[src/rtl/conv_line_buffer_k.sv]
// ============================================================================
//  Module   : conv_line_buffer_k
//  Brief    : K-row sliding line buffer; emits one column of KROWS vertically
//             aligned words per accepted input once KROWS-1 rows are buffered.
//             Optional top zero padding: LINEBUF_ZERO_PAD_EN
//  Revision : 1.0 - initial release
// ============================================================================
`default_nettype none

module conv_line_buffer_k #(
    parameter int DATA_WIDTH = 64,
    parameter int KROWS      = 3,
    parameter int MAX_LINE   = 32,
    parameter int LINE_LG2   = $clog2(MAX_LINE)
) (
    input  logic                        clk,
    input  logic                        resetn,
    input  logic                        new_filter,
    input  logic [LINE_LG2:0]           cfg_line_len,
    input  logic                        in_valid,
    output logic                        in_ready,
    input  logic [DATA_WIDTH-1:0]       in_data,
    output logic                        out_valid,
    input  logic                        out_ready,
    output logic [KROWS*DATA_WIDTH-1:0] out_data,
    output logic [LINE_LG2-1:0]         out_col,
    output logic                        out_last
);

    localparam int                  c_rf_w    = $clog2(KROWS);
    localparam logic [c_rf_w-1:0]   c_rf_full = c_rf_w'(KROWS - 1);
    localparam logic [LINE_LG2:0]   c_max_len = (LINE_LG2 + 1)'(MAX_LINE);

    typedef enum logic [1:0] {
        ST_IDLE   = 2'd0,
        ST_FILL   = 2'd1,
        ST_STREAM = 2'd2
    } state_t;

    state_t                         r_state;
    logic [LINE_LG2:0]              r_line_len;
    logic [LINE_LG2-1:0]            r_col;
    logic [c_rf_w-1:0]              r_rows_filled;
    logic [DATA_WIDTH-1:0]          r_mem [KROWS-1][MAX_LINE];

    logic                           w_accept;
    logic                           w_last_col;
    logic                           w_emit;
    logic [KROWS*DATA_WIDTH-1:0]    w_col_data;

    assign in_ready   = (r_state != ST_IDLE) && !new_filter && (!out_valid || out_ready);
    assign w_accept   = in_valid && in_ready;
    assign w_last_col = ({1'b0, r_col} == (r_line_len - 1'b1));

`ifdef LINEBUF_ZERO_PAD_EN
    logic [c_rf_w-1:0] w_pad_rows;

    // Rows not yet received above the current line read as zero.
    assign w_pad_rows = c_rf_full - r_rows_filled;
    assign w_emit     = w_accept;
`else
    assign w_emit     = w_accept && (r_state == ST_STREAM);
`endif

    generate
        for (genvar k = 0; k < KROWS - 1; k++) begin : g_slice
`ifdef LINEBUF_ZERO_PAD_EN
            assign w_col_data[k*DATA_WIDTH +: DATA_WIDTH] =
                (c_rf_w'(k) < w_pad_rows) ? '0 : r_mem[k][r_col];
`else
            assign w_col_data[k*DATA_WIDTH +: DATA_WIDTH] = r_mem[k][r_col];
`endif
        end : g_slice
    endgenerate

    assign w_col_data[(KROWS-1)*DATA_WIDTH +: DATA_WIDTH] = in_data;

    // Each line memory column shifts up one row as the new word arrives.
    always_ff @(posedge clk) begin
        if (w_accept) begin
            for (int k = 0; k < KROWS - 2; k++) begin
                r_mem[k][r_col] <= r_mem[k+1][r_col];
            end
            r_mem[KROWS-2][r_col] <= in_data;
        end
    end

    always_ff @(posedge clk or negedge resetn) begin
        if (!resetn) begin
            r_state       <= ST_IDLE;
            r_line_len    <= c_max_len;
            r_col         <= '0;
            r_rows_filled <= '0;
            out_valid     <= 1'b0;
            out_data      <= '0;
            out_col       <= '0;
            out_last      <= 1'b0;
        end else if (new_filter) begin
            r_state       <= ST_FILL;
            r_col         <= '0;
            r_rows_filled <= '0;
            out_valid     <= 1'b0;
            r_line_len    <= ((cfg_line_len == '0) || (cfg_line_len > c_max_len))
                             ? c_max_len : cfg_line_len;
        end else begin
            if (out_valid && out_ready) begin
                out_valid <= 1'b0;
            end
            if (w_accept) begin
                if (w_last_col) begin
                    r_col <= '0;
                    if (r_rows_filled != c_rf_full) begin
                        r_rows_filled <= r_rows_filled + 1'b1;
                    end
                    if (r_rows_filled == (c_rf_full - 1'b1)) begin
                        r_state <= ST_STREAM;
                    end
                end else begin
                    r_col <= r_col + 1'b1;
                end
                if (w_emit) begin
                    out_valid <= 1'b1;
                    out_data  <= w_col_data;
                    out_col   <= r_col;
                    out_last  <= w_last_col;
                end
            end
        end
    end

endmodule : conv_line_buffer_k

`default_nettype wire
[config.mk]
export PLATFORM = sky130hd
export DESIGN_NAME = conv_line_buffer_k
export DESIGN_NICKNAME = d
export VERILOG_FILES = /design/src/rtl/conv_line_buffer_k.sv
export SDC_FILE = /design/constraint.sdc
export NUM_CORES = 2
export LEC_CHECK = 0
export BUFFER_PORTS_ARGS = -buffer_cell sky130_fd_sc_hd__buf_4
export CAP_MARGIN = 30
export CORE_MARGIN = 2
export CORE_UTILIZATION = 55
export CTS_CLUSTER_SIZE = 28
export DETAILED_ROUTE_END_ITERATION = 8
export PLACE_DENSITY = 0.79
export SYNTH_ARGS = -nofsm -noshare
export SYNTH_HDL_FRONTEND = slang
export SYNTH_SLANG_ARGS = --single-unit
[constraint.sdc]
create_clock -name clk -period 20.8 [get_ports clk]
set_input_delay 5.2 -clock clk [delete_from_list [all_inputs] [get_ports clk]]
set_output_delay 5.2 -clock clk [all_outputs]
set_load 0.1 [all_outputs]
==> flow_summary.yaml <==
outcome:
  outcome: "complete, no violations"
global_routing:
  grt_pass1_vias: 88900
  grt_max_degree: 122
  grt_busiest_layer: "met2"
  grt_use_met1_pct: 40.59
  met2_usage_pct: 46.91
  antenna_found_initial: 27
  grt_pass1_wl_um: 640000
  met3_usage_pct: 6.901
  grt_overflow_total: 0
  grtUsageTotal_pct: 29.73
timing:
  fin_skew_ns: 0.06162
  finalSetupTns_ns: 0
  setup_viol: 0
  worst_pin_slew_ns: 1.234
  hold_viol_final: 0
  period_share_pct: 55.81
  fin_hold_ws_ns: 0.4853
  fin_crit_ns: 11.61
  slew_viol_final: 0
  clock.fmax_mhz: 86.14
  max-slew-margin-rel_pct: 17.76
  rsz0062_at_grt: "no"
floorplanning:
  ios: 275
  rows: 200
  start_util_pct: 55.16
  core_sq_mm: 0.2960
  dieArea_sq_mm: 0.3013
  die_h_um: 548.9
  die_w_um: 548.9
placed_design:
  placed_area_sq_mm: 0.1710
  portBuffers: 274
  globalplace.congestion: 0.8176
  dp_hpwl_um: 240300
flow_run:
  cap_violations: 0
clocking:
  root_buffer: "clkbuf_16"
  cts_buffer_depth: 4
  post_cts_resized: 0
  numClockSinks: 4310
  cts_max_level: 5
  cts_setup_buffers: 0
  hold_buffers: 0
  clk_pin_slew_ns: 0.06
  tritoncts: "built"
  insertion_delay_ns: 0.96
  cts_buffers: 411
setup_path:
  crit_top_cell: "buf_4"
  cp_max_fo: 8
  start_kind: "primary input"
  cp.arrival_ns: 6.41
  end_kind: "primary output"
  cp_slowest_stage_delay_ns: 0.42
  path_cells: "buf_4, nand2b_1, o21ai_0, nor2_1, buf_4"
  crit_slowest_cell: "nand2b_1"
  crit_type: "primary input to primary output"
  crit_required_ns: 15.60
  rr_worst_depth: 9
synthesis:
  synth_area_sq_mm: 0.1633
  syn_area_per_cell_sq_um: 19.11
  synth_edf_count: 4096
  synthCells: 8546
  synth_nets: 8628
  yosys_warnings: 0
  ys_ff_latch: 4310
  async_flop_share_pct: 4.965
  ys.flop_type: "edfxtp_1"
  seq_area_frac_synth_pct: 78.60
  synth_cell_types: 62
route:
  antenna_left: 0
  wirelength_um: 457800
  vias: 90660
  avgViaCountPerCell: 6.795
  dr.pass1.iters: 9
  drt_iter0_drc: 15980
  post_drt_wl_per_cell_um: 34.31
  drcViolationCount: 0
final_layout:
  final_cell_mix: "4096 x edfxtp_1, 1753 x mux2i_1, 789 x o22ai_1"
  n_fill_cell: 19190
  area_delta_synth_final_pct: 13.16
  drive_gt1_share_pct: 15.70
  final_common_cell: "edfxtp_1"
  nets: 9128
  final_area_sq_mm: 0.1848
worst_hold_path:
  hold_class: "register to register"
  min_path_cells: 2
power_and_ir_drop:
  max-vdd-ir-drop_mv: 0.07901
  cellPowerDensity_mw_per_mm2: 95.43
  finalPower_mw: 17.63
  p_leak_nw: 57.64
final cells by class:
| class | instances | area, sq um | share of cell area (%) |
|---|---|---|---|
| clock buffers | 523 | 11030 | 5.970 |
| flip-flops and latches | 4310 | 128400 | 69.47 |
| inverters | 18 | 67.56 | 0.03656 |
| repair buffers | 570 | 5238 | 2.834 |
| well taps | 3939 | 4928 | 2.667 |
| clock inverters | 231 | 2316 | 1.253 |
| diodes | 16 | 40.04 | 0.02167 |
| multi-input cells | 3735 | 32790 | 17.75 |
sequential cells by signal, summed over array words and instances (netlist names):
register,cells
r_state,2
r_rows_filled,2
out_data,192
out_valid,1
out_col,5
r_mem,4096
r_line_len,6
out_last,1
r_col,5
Yosys cell counts (21+ instances only):
cell type,instances,area (sq um)
edfxtp_1,4096,123000
mux2i_1,1753,17550
o22ai_1,789,4936
nand2_1,342,1284
buf_2,272,1361
dfrtp_1,213,5330
nor4_1,180,1126
mux4_2,175,3941
nor2_1,122,457.9
clkbuf_1,120,450.4
mux2_2,65,732.0
buf_4,44,330.3
or4_1,43,322.8
o22a_1,39,341.6
o21ai_1,31,155.2
o221ai_1,31,271.5
buf_6,26,292.8
o21ai_0,22,110.1
buf_1,21,78.83
cells by family after synthesis:
kind of cell	Yosys count	share of synthesized area [%]
AOI/OAI and AO/OA	979	3.883
xor gates and xnor gates	4	0.02146
adders and majority gates	7	0.05363
buffers and inverters	501	1.581
DFF	4310	78.60
muxes	1995	13.62
and+or+nand+nor	750	2.236
where the power goes:
part / switching, mW / internal [mW] / total (mW)
combinational: 0.453 / 0.174 / 0.627
clock: 3.21 / 4.21 / 7.42
sequential: 0.00970 / 9.58 / 9.59
critical path, delay by kind of cell:
family	cells	cell delay, ns
compound gates	1	0.21
buf+inv	2	0.42
simple gates	2	0.56
metrics by stage:
| step | setup slack, ns | util, % | instances |
|---|---|---|---|
| after CTS | 9.189 | 62.29 | 13310 |
| after floorplan | 5.320 | - | 8546 |
| final | 9.192 | 62.42 | 13340 |
| after global routing | 9.123 | 62.41 | 13330 |
| after detailed placement | 9.183 | 57.78 | 12560 |
| after global placement | 9.214 | 57.54 | 12530 |
routing by layer:
layer / vias up / share of wire (%)
li1: 35720 / -
met1: 46050 / 35
met2: 7667 / 47
met3: 1210 / 14
met4: 10 / 4.1
met5: - / 0.014
worst paths after layout:
kind	start	to	slack [ns]
hold / removal	out_data[150]$_DFFE_PN0P_	out_data[150]$_DFFE_PN0P_	0.49
min in group asynchronous	resetn	out_data[167]$_DFFE_PN0P_	4.23
setup / recovery	out_ready	in_ready	9.19
hold reg to reg	out_data[150]$_DFFE_PN0P_	out_data[150]$_DFFE_PN0P_	0.49
setup reg to reg	r_col[1]$_DFFE_PN0P_	out_data[112]$_DFFE_PN0P_	14.03
max in group asynchronous	resetn	out_data[54]$_DFFE_PN0P_	15.35
Power figures use the tool's default switching activity.
